**src/rtl/xup_tff_decode_vector.sv**
```systemverilog
// xup_tff_decode_vector: recovers per-bit toggles from sampled T-flip-flop state with a one-deep output register
module xup_tff_decode_vector #(
    parameter int SIZE          = 4,
    parameter int DELAY         = 3,
    parameter int CNT_W         = 16,
    parameter bit ZERO_SUPPRESS = 1'b0
) (
    input  logic             clk,
    input  logic             reset,
    input  logic [SIZE-1:0]  q_in,
    input  logic             en,
    input  logic             clr,
    input  logic             out_ready,
    output logic [SIZE-1:0]  t_out,
    output logic             t_valid,
    output logic             primed,
    output logic [CNT_W-1:0] toggle_cnt,
    output logic             overflow
);
    typedef enum logic {UNPRIMED, RUN} state_t;
    state_t state, state_n;
    logic [SIZE-1:0] q_prev, t;
    logic sample, emit, load, drop;
    logic [CNT_W:0] pop, sum;
    logic [CNT_W-1:0] cnt_n;
    if (DELAY < 0) begin : g_bad_delay
        $error("DELAY must be non-negative");
    end
    assign primed = state == RUN;
    always_comb begin
        t = q_in ^ q_prev;
        sample = en && state == RUN;
        emit = sample && !(ZERO_SUPPRESS && t == '0);
        load = emit && (!t_valid || out_ready);
        drop = emit && t_valid && !out_ready;
        state_n = clr ? UNPRIMED : (en ? RUN : state);
        pop = '0;
        for (int i = 0; i < SIZE; i++) pop = pop + (CNT_W+1)'(t[i]);
        sum = {1'b0, toggle_cnt} + pop;
        cnt_n = !sample ? toggle_cnt : (sum[CNT_W] ? '1 : sum[CNT_W-1:0]);
    end
    always_ff @(posedge clk or negedge reset) begin
        if (!reset) state <= UNPRIMED;
        else state <= state_n;
    end
    always_ff @(posedge clk or negedge reset) begin
        if (!reset) begin
            q_prev <= '0;
            t_out <= '0;
            t_valid <= 1'b0;
            toggle_cnt <= '0;
            overflow <= 1'b0;
        end else if (clr) begin
            q_prev <= '0;
            t_out <= '0;
            t_valid <= 1'b0;
            toggle_cnt <= '0;
            overflow <= 1'b0;
        end else begin
            if (en) q_prev <= q_in;
            toggle_cnt <= cnt_n;
            t_valid <= load || (t_valid && !out_ready);
            if (load) t_out <= t;
            if (drop) overflow <= 1'b1;
        end
    end
endmodule

```
**config.mk**
```make
export PLATFORM = sky130hd
export DESIGN_NAME = xup_tff_decode_vector
export DESIGN_NICKNAME = d
export VERILOG_FILES = /design/src/rtl/xup_tff_decode_vector.sv
export SDC_FILE = /design/constraint.sdc
export NUM_CORES = 1
export LEC_CHECK = 0
export CORE_ASPECT_RATIO = 0.8
export CORE_MARGIN = 2
export CORE_UTILIZATION = 45
export DETAILED_ROUTE_END_ITERATION = 7
export PLACE_DENSITY = 0.78
export SETUP_SLACK_MARGIN = 0.15
export SLEW_MARGIN = 10
export SYNTH_ARGS = -nofsm -noshare
export SYNTH_HDL_FRONTEND = slang
export SYNTH_SLANG_ARGS = --single-unit
```
**constraint.sdc**
```tcl
create_clock -name clk -period 2.95 [get_ports clk]
set_input_delay 0.4425 -clock clk [delete_from_list [all_inputs] [get_ports clk]]
set_output_delay 0.4425 -clock clk [all_outputs]
set_load 0.005 [all_outputs]
```
==> results of run 1 <==
## path summary, 6_finish.rpt
path,startpoint,slack (ns),endpoint,cells past startpoint
min in group asynchronous,reset,0.53,primed,2
worst min-delay path,overflow,0.52,overflow,2
worst max-delay path,q_prev[2],0.25,toggle_cnt[2],10
worst min register to register,overflow,0.52,overflow,2
max in group asynchronous,reset,2.14,q_prev[2],2
worst max register to register,q_prev[2],0.25,toggle_cnt[2],10
## stage by stage
stage / hold WS (ns) / TNS, ns / area, um^2
2_1_floorplan: 0.147 / 0 / 1510
3_3_place_gp: 0.485 / -5.11 / 1950
3_5_place_dp: 0.492 / -6.12 / 1950
4_1_cts: 0.518 / 0 / 2000
5_1_grt: 0.539 / 0 / 2030
6_report: 0.518 / 0 / 2030
## layer usage
metal  GRT usage (%)  wire [um]  vias up
met5               0          0        -
met4            4.57         27        0
met3            4.28        125        2
met2            28.0       1650       26
met1            32.3       1720      616
li1                -          -      615
## critical path, stage by stage, from the launching register on
cell,delay [ns]
dfrtp_2,0.45
xnor2_4,0.16
fa_1,0.49
fa_2,0.36
inv_2,0.07
fa_2,0.21
nand4_1,0.13
nor4_4,0.21
buf_6,0.17
nor2_4,0.07
a311oi_2,0.26
## cell families (layout without fill, tap and decap cells)
kind of cell / count (synthesis) / after routing / share of synthesized area, %
flops: 27 / 27 / 45.7
mux: 4 / 4 / 2.71
fa+ha+maj: 4 / 4 / 4.91
xor+xnor: 4 / 4 / 2.37
simple gates: 53 / 53 / 21.1
compound gates: 37 / 37 / 19.6
buf+inv: 14 / 58 / 3.64
## layout by cell type (no fill, tap or decap), types with 2 or more instances in the layout
cell type        instances
clkdlybuf4s50_1         29
a31oi_1                  3
mux2i_1                  4
buf_4                   12
nor2_1                  19
a221oi_2                 4
nor3_1                   5
and2_2                   2
buf_6                    2
nor2b_1                  2
xnor2_1                  2
a211oi_1                 8
fa_2                     2
a311oi_1                 3
nand3_1                  4
a21oi_1                  7
nand4_1                  2
inv_1                    8
nand2_1                  3
dfrtp_1                 26
nor3_2                   2
clkbuf_8                 3
o21ai_1                  3
and3_1                   3
## flip-flops by register name, indices dropped and copies added (netlist names)
register    cells
t_out           4
primed          1
q_prev          4
toggle_cnt     16
t_valid         1
overflow        1
## synth_stat cells, drive strengths merged
| master | instances |
|---|---|
| nand4 | 3 |
| and4b | 1 |
| a21oi | 8 |
| and2 | 3 |
| a31oi | 3 |
| o21ai | 4 |
| o21a | 1 |
| nor2 | 20 |
| a311oi | 4 |
| a2111oi | 2 |
| nor3b | 1 |
| clkbuf | 4 |
| ha | 1 |
| a221oi | 4 |
| a211oi | 9 |
| xnor2 | 4 |
| buf | 1 |
| o22ai | 1 |
| nor2b | 3 |
| nor4 | 1 |
| dfrtp | 27 |
| nor3 | 7 |
| nand2b | 1 |
| nand3 | 4 |
| fa | 3 |
| mux2i | 4 |
| nand2 | 3 |
| inv | 9 |
| and4 | 2 |
| and3 | 4 |
| a21boi | 1 |
## what timing repair did
item,in CTS,in global routing
endpoints found under the setup margin,16,10
pin swaps,5,3
hold endpoints to repair,0,0
gates cloned,0,0
buffers inserted,1,0
gates resized for setup,2,10
## power groups by stage
stage | registers (mW) | clock network, mW | logic, mW
floorplan | 0.398 | 0 | 0.0728
global placement | 0.397 | 0 | 0.130
detailed placement | 0.398 | 0 | 0.134
CTS | 0.391 | 0.220 | 0.137
global route | 0.393 | 0.242 | 0.158
finish | 0.391 | 0.215 | 0.143
## area by class of cell
class / instances / share of cell area [%]
clock buffers: 3 / 2.03
clock inverters: 1 / 0.370
inverters: 9 / 1.66
multi-input cells: 102 / 39.6
flip-flops and latches: 27 / 33.4
well taps: 40 / 2.47
repair buffers: 45 / 20.5
==> results.ini, run 1 <==
[route]
drc = 0
viasPerCell = 5.55
drt-wirelength-per-cell_um = 15.5
routed_wl_mm = 3.52
dr.pass1.iters = 4
drt_iter0_markers = 109
antenna_left = 0
dr_total_vias = 1259

[synthesis]
synth_nets = 156
synthTopCellsByArea = dfrtp_1, nor2_1, a211oi_1
synthCells = 143
ys_ff_latch = 27
ys_warn_count = 0
synth_cell_type_count = 40
syn_avg_cell_area_um2 = 10.3
synth-seq-area-share_pct = 45.7
synth.top_cell.area_share_pct = 45.7
syn_area_um2 = 1480
yosysTopAreaCell = dfrtp_1

[pwr]
p_int_mw = 0.546
pwr-share-comb_pct = 19.1
p_leak_nw = 0.812
p_total_mw = 0.749
p_sw_mw = 0.202
swShare_pct = 27.0
power_density_nw_per_um2 = 369
irDropWorstVdd_uv = 254
pwr-share-clk_pct = 28.7
power_frac_seq_pct = 52.2

[setup_path]
crit_required_ns = 3.12
critPathArrivalTime_ns = 2.87
start_kind = register
endpoint_kind = register
path_class = reg2reg
crit_fanout = 6

[timing]
fin_crit_sh_pct = 91.7
max_freq_mhz = 370
worst_slack_ns = 0.246
hold_viol_final = 0
period_needed_ns = 2.70
worstMarginPinSlew_ns = 1.08
slew_headroom_pct = 27.5
report.final.slew_viol_count = 0
rsz0062_at_grt = yes
setup_viol = 0
fin_skew_ns = 0.00319

[floorplanning]
start_util_pct = 47.6
die_h_um = 55.3
coreArea_um2 = 3110
io_pins = 32
rows = 18
die-area_um2 = 3760
die_w_um = 68.1

[global_routing]
grt_max_degree = 28
grt_pass1_wl_mm = 5.83
grt_usage_pct = 20.2
antenna_found_initial = 0
grt_overflow = 0
grt_pass1_vias = 1205

[place]
post-place-ws_ns = -0.445
place_inst = 222
gp_congestion = 0.876
post-dp-hpwl_mm = 2.52
port_buffers = 31

[final_layout]
insertedDiodeCount = 0
syn_to_final_growth_pct = 37.2
final_cells = 227
regArea_um2 = 677
fin_nets = 201
nFillCells = 234
multi_input_area_um2 = 803
drive_gt1_share_pct = 24.1
final_core_util_pct = 65.3

[clocking]
postCtsHoldBufs = 0
cts_buffers = 3
insertion_delay_ns = 0.27
ctsLongestPathBuffers = 2
cts_tree = done
cts_root_buf = clkbuf_8
htreeDepth = 1
path_clk_slew_ns = 0.09
numClockSinks = 27

[job]
cap_violations = 0

[worst_hold_path]
hold_path_class = reg2reg

[run_status]
status = completed

No activity file was read; power rests on OpenSTA's default activity.
==> run 2, diff against run 1 <==
GPL_TIMING_DRIVEN = 0   (was not set)
==> run 2 against run 1 <==
Against the previous run: die area is the same; clock power is essentially flat; final area shrank 1.4%; setup slack lost 0.20 ns; flip-flop and latch count is the same; total power shrank 0.35%; combinational power is essentially flat; first-iteration DRC count shrank 32%; fmax shrank 6.8%; register-to-register slack lost 0.18 ns; clock skew grew 0.0035 ns.
==> results.ini, run 2 (synthesized netlist as in run 1, its figures left out) <==
[run_status]
status = completed  ; unchanged

[floorplanning]
start_util_pct = 47.6  ; unchanged
coreArea_um2 = 3110  ; unchanged
die_h_um = 55.3  ; unchanged
die-area_um2 = 3760  ; unchanged
rows = 18  ; unchanged
io_pins = 32  ; unchanged
die_w_um = 68.1  ; unchanged

[clocking]
path_clk_slew_ns = 0.10  ; was 0.09 ns
cts_root_buf = clkbuf_8  ; unchanged
htreeDepth = 1  ; unchanged
numClockSinks = 27  ; unchanged
insertion_delay_ns = 0.28  ; was 0.27 ns
ctsLongestPathBuffers = 2  ; unchanged
cts_tree = done  ; unchanged
cts_buffers = 3  ; unchanged

[final_layout]
final_core_util_pct = 64.4  ; was 65.3%
design_area_um2 = 2000  ; was 2030 um^2
largest_registers = toggle_cnt: 16 flops, q_prev: 4 flops, t_out: 4 flops  ; unchanged
nFillCells = 244  ; was 234
mostFrequentLayoutCells = dfrtp_1, clkdlybuf4s50_1, nor2_1  ; was clkdlybuf4s50_1, dfrtp_1, nor2_1
largest_register_ff_count = 16  ; unchanged
syn_to_final_growth_pct = 35.4  ; was 37.2%
drive_gt1_share_pct = 21.1  ; was 24.1%
fin_nets = 199  ; was 201
insertedDiodeCount = 0  ; unchanged
top_register = toggle_cnt  ; unchanged
final_common_cell = dfrtp_1  ; was clkdlybuf4s50_1

[timing]
report.final.slew_viol_count = 0  ; unchanged
hold_viol_final = 0  ; unchanged
hold_ws_ns = 0.160  ; was 0.518 ns
period_needed_ns = 2.90  ; was 2.70 ns
rsz0062_at_grt = yes  ; unchanged
fin_skew_ns = 0.00667  ; was 0.00319 ns
worstMarginPinSlew_ns = 0.578  ; was 1.08 ns
setup_viol = 0  ; unchanged
slew_headroom_pct = 60.5  ; was 27.5%
fin_crit_sh_pct = 98.4  ; was 91.7%
max_freq_mhz = 345  ; was 370 MHz

[global_routing]
antenna_found_initial = 0  ; unchanged
grt_pass1_vias = 1295  ; was 1205
grt_overflow = 0  ; unchanged
grt_max_degree = 28  ; unchanged
grt_usage_pct = 21.2  ; was 20.2%
grt_pass1_wl_mm = 6.18  ; was 5.83 mm

[route]
viasPerCell = 5.84  ; was 5.55
drc = 0  ; unchanged
dr_total_vias = 1314  ; was 1259
drt_iter0_markers = 74  ; was 109
drt-wirelength-per-cell_um = 16.4  ; was 15.5 um
routed_wl_mm = 3.69  ; was 3.52 mm
dr.pass1.iters = 4  ; unchanged
antenna_left = 0  ; unchanged

[setup_path]
rr_worst_depth = 7  ; was 10
crit_fanout = 6  ; unchanged
rr_startpoint = q_prev[2]  ; unchanged
critPathTopFamily = compound AO/OA/AOI/OAI gates  ; was adder cells
critPathSlowestCell = a2111oi_0  ; was fa_1
worstPathCellList = dlygate4sd2_1 -> xnor2_2 -> fa_1 -> fa_2 -> nand2b_1 -> a2111oi_0 -> o21ai_1 -> a221oi_2  ; was xnor2_4 -> fa_1 -> fa_2 -> inv_2 -> fa_2 -> nand4_1 -> nor4_4 -> buf_6 -> nor2_4 -> a311oi_2
critPathArrivalTime_ns = 3.09  ; was 2.87 ns
start_kind = input port  ; was register
crit_start = q_in[0]  ; was q_prev[2]
crit_required_ns = 3.14  ; was 3.12 ns
critPathMaxStageDelay_ns = 0.63  ; was 0.49 ns
r2r_end = toggle_cnt[11]  ; was toggle_cnt[2]
crit_buf_inv = 1  ; was 2
path_class = in2reg  ; was reg2reg
endpoint_kind = register  ; unchanged
reg2reg_slack_ns = 0.07  ; was 0.25 ns

[pwr]
power_density_nw_per_um2 = 373  ; was 369 nW/um^2
p_total_mw = 0.746  ; was 0.749 mW
irDropWorstVdd_uv = 184  ; was 254 uV
p_leak_nw = 0.809  ; was 0.812 nW

[place]
placed_cell_area_um2 = 1850  ; was 1950 um^2
gp_congestion = 0.789  ; was 0.876
port_buffers = 29  ; was 31
post-dp-hpwl_mm = 2.50  ; was 2.52 mm

[job]
cap_violations = 0  ; unchanged

[worst_hold_path]
hold_path_class = in2async  ; was reg2reg

run 2: layout make-up:
cell class	count	area, um^2	share of cell area (%)
plain buffers	5	20.0	1.00
clock buffers	3	41.3	2.06
clock inverters	1	5.00	0.250
inverters	9	33.8	1.69
multi-input cells	102	821	41.0
flip-flops and latches	27	676	33.8
well taps	40	50.0	2.50
repair buffers	38	355	17.8
run 2: per-stage QoR:
stage | worst slack [ns] | instances | TNS, ns
final | 0.0475 | 225 | 0
after global routing | -0.0396 | 225 | -0.0396
after CTS | 0.172 | 223 | 0
after detailed placement | -0.735 | 212 | -10.04
after global placement | -0.727 | 212 | -9.52
after floorplan | 0.0999 | 143 | 0
run 2: what timing repair did:
item                       in CTS  in global routing
setup endpoints to repair      16                 15
pin swaps                       4                  5
hold buffers                    0                  0
resized for setup               4                  6
setup buffers                   7                  2
run 2: worst max-delay path by stage:
stage | end | slack, ns | depth (start not counted)
after floorplan | toggle_cnt[2] | 0.1 | 9
after global placement | toggle_cnt[2] | -0.73 | 10
after detailed placement | toggle_cnt[7] | -0.74 | 10
after CTS | toggle_cnt[3] | 0.17 | 11
after global routing | toggle_cnt[11] | -0.04 | 7
final | toggle_cnt[11] | 0.05 | 8
run 2: metal layers:
layer  GRT usage, %  vias up  routed length (um)
met2           32.5       45                1790
met5              0        -                   0
met3           3.05        6                 204
li1               -      609                   -
met1           31.2      654                1650
met4           6.29        0                  51
run 2: where the power goes:
part | switching (mW) | leakage (nW) | internal [mW]
clock | 0.121 | 0.0255 | 0.0948
sequential | 0.00992 | 0.369 | 0.381
combinational | 0.0759 | 0.414 | 0.0638
total | 0.207 | 0.809 | 0.539
==> run 3, diff against run 2 <==
SKIP_LAST_GASP = 1   (was not set)
==> results of run 3 <==
The final DEF is identical to that of run 2; final timing and power are the same.
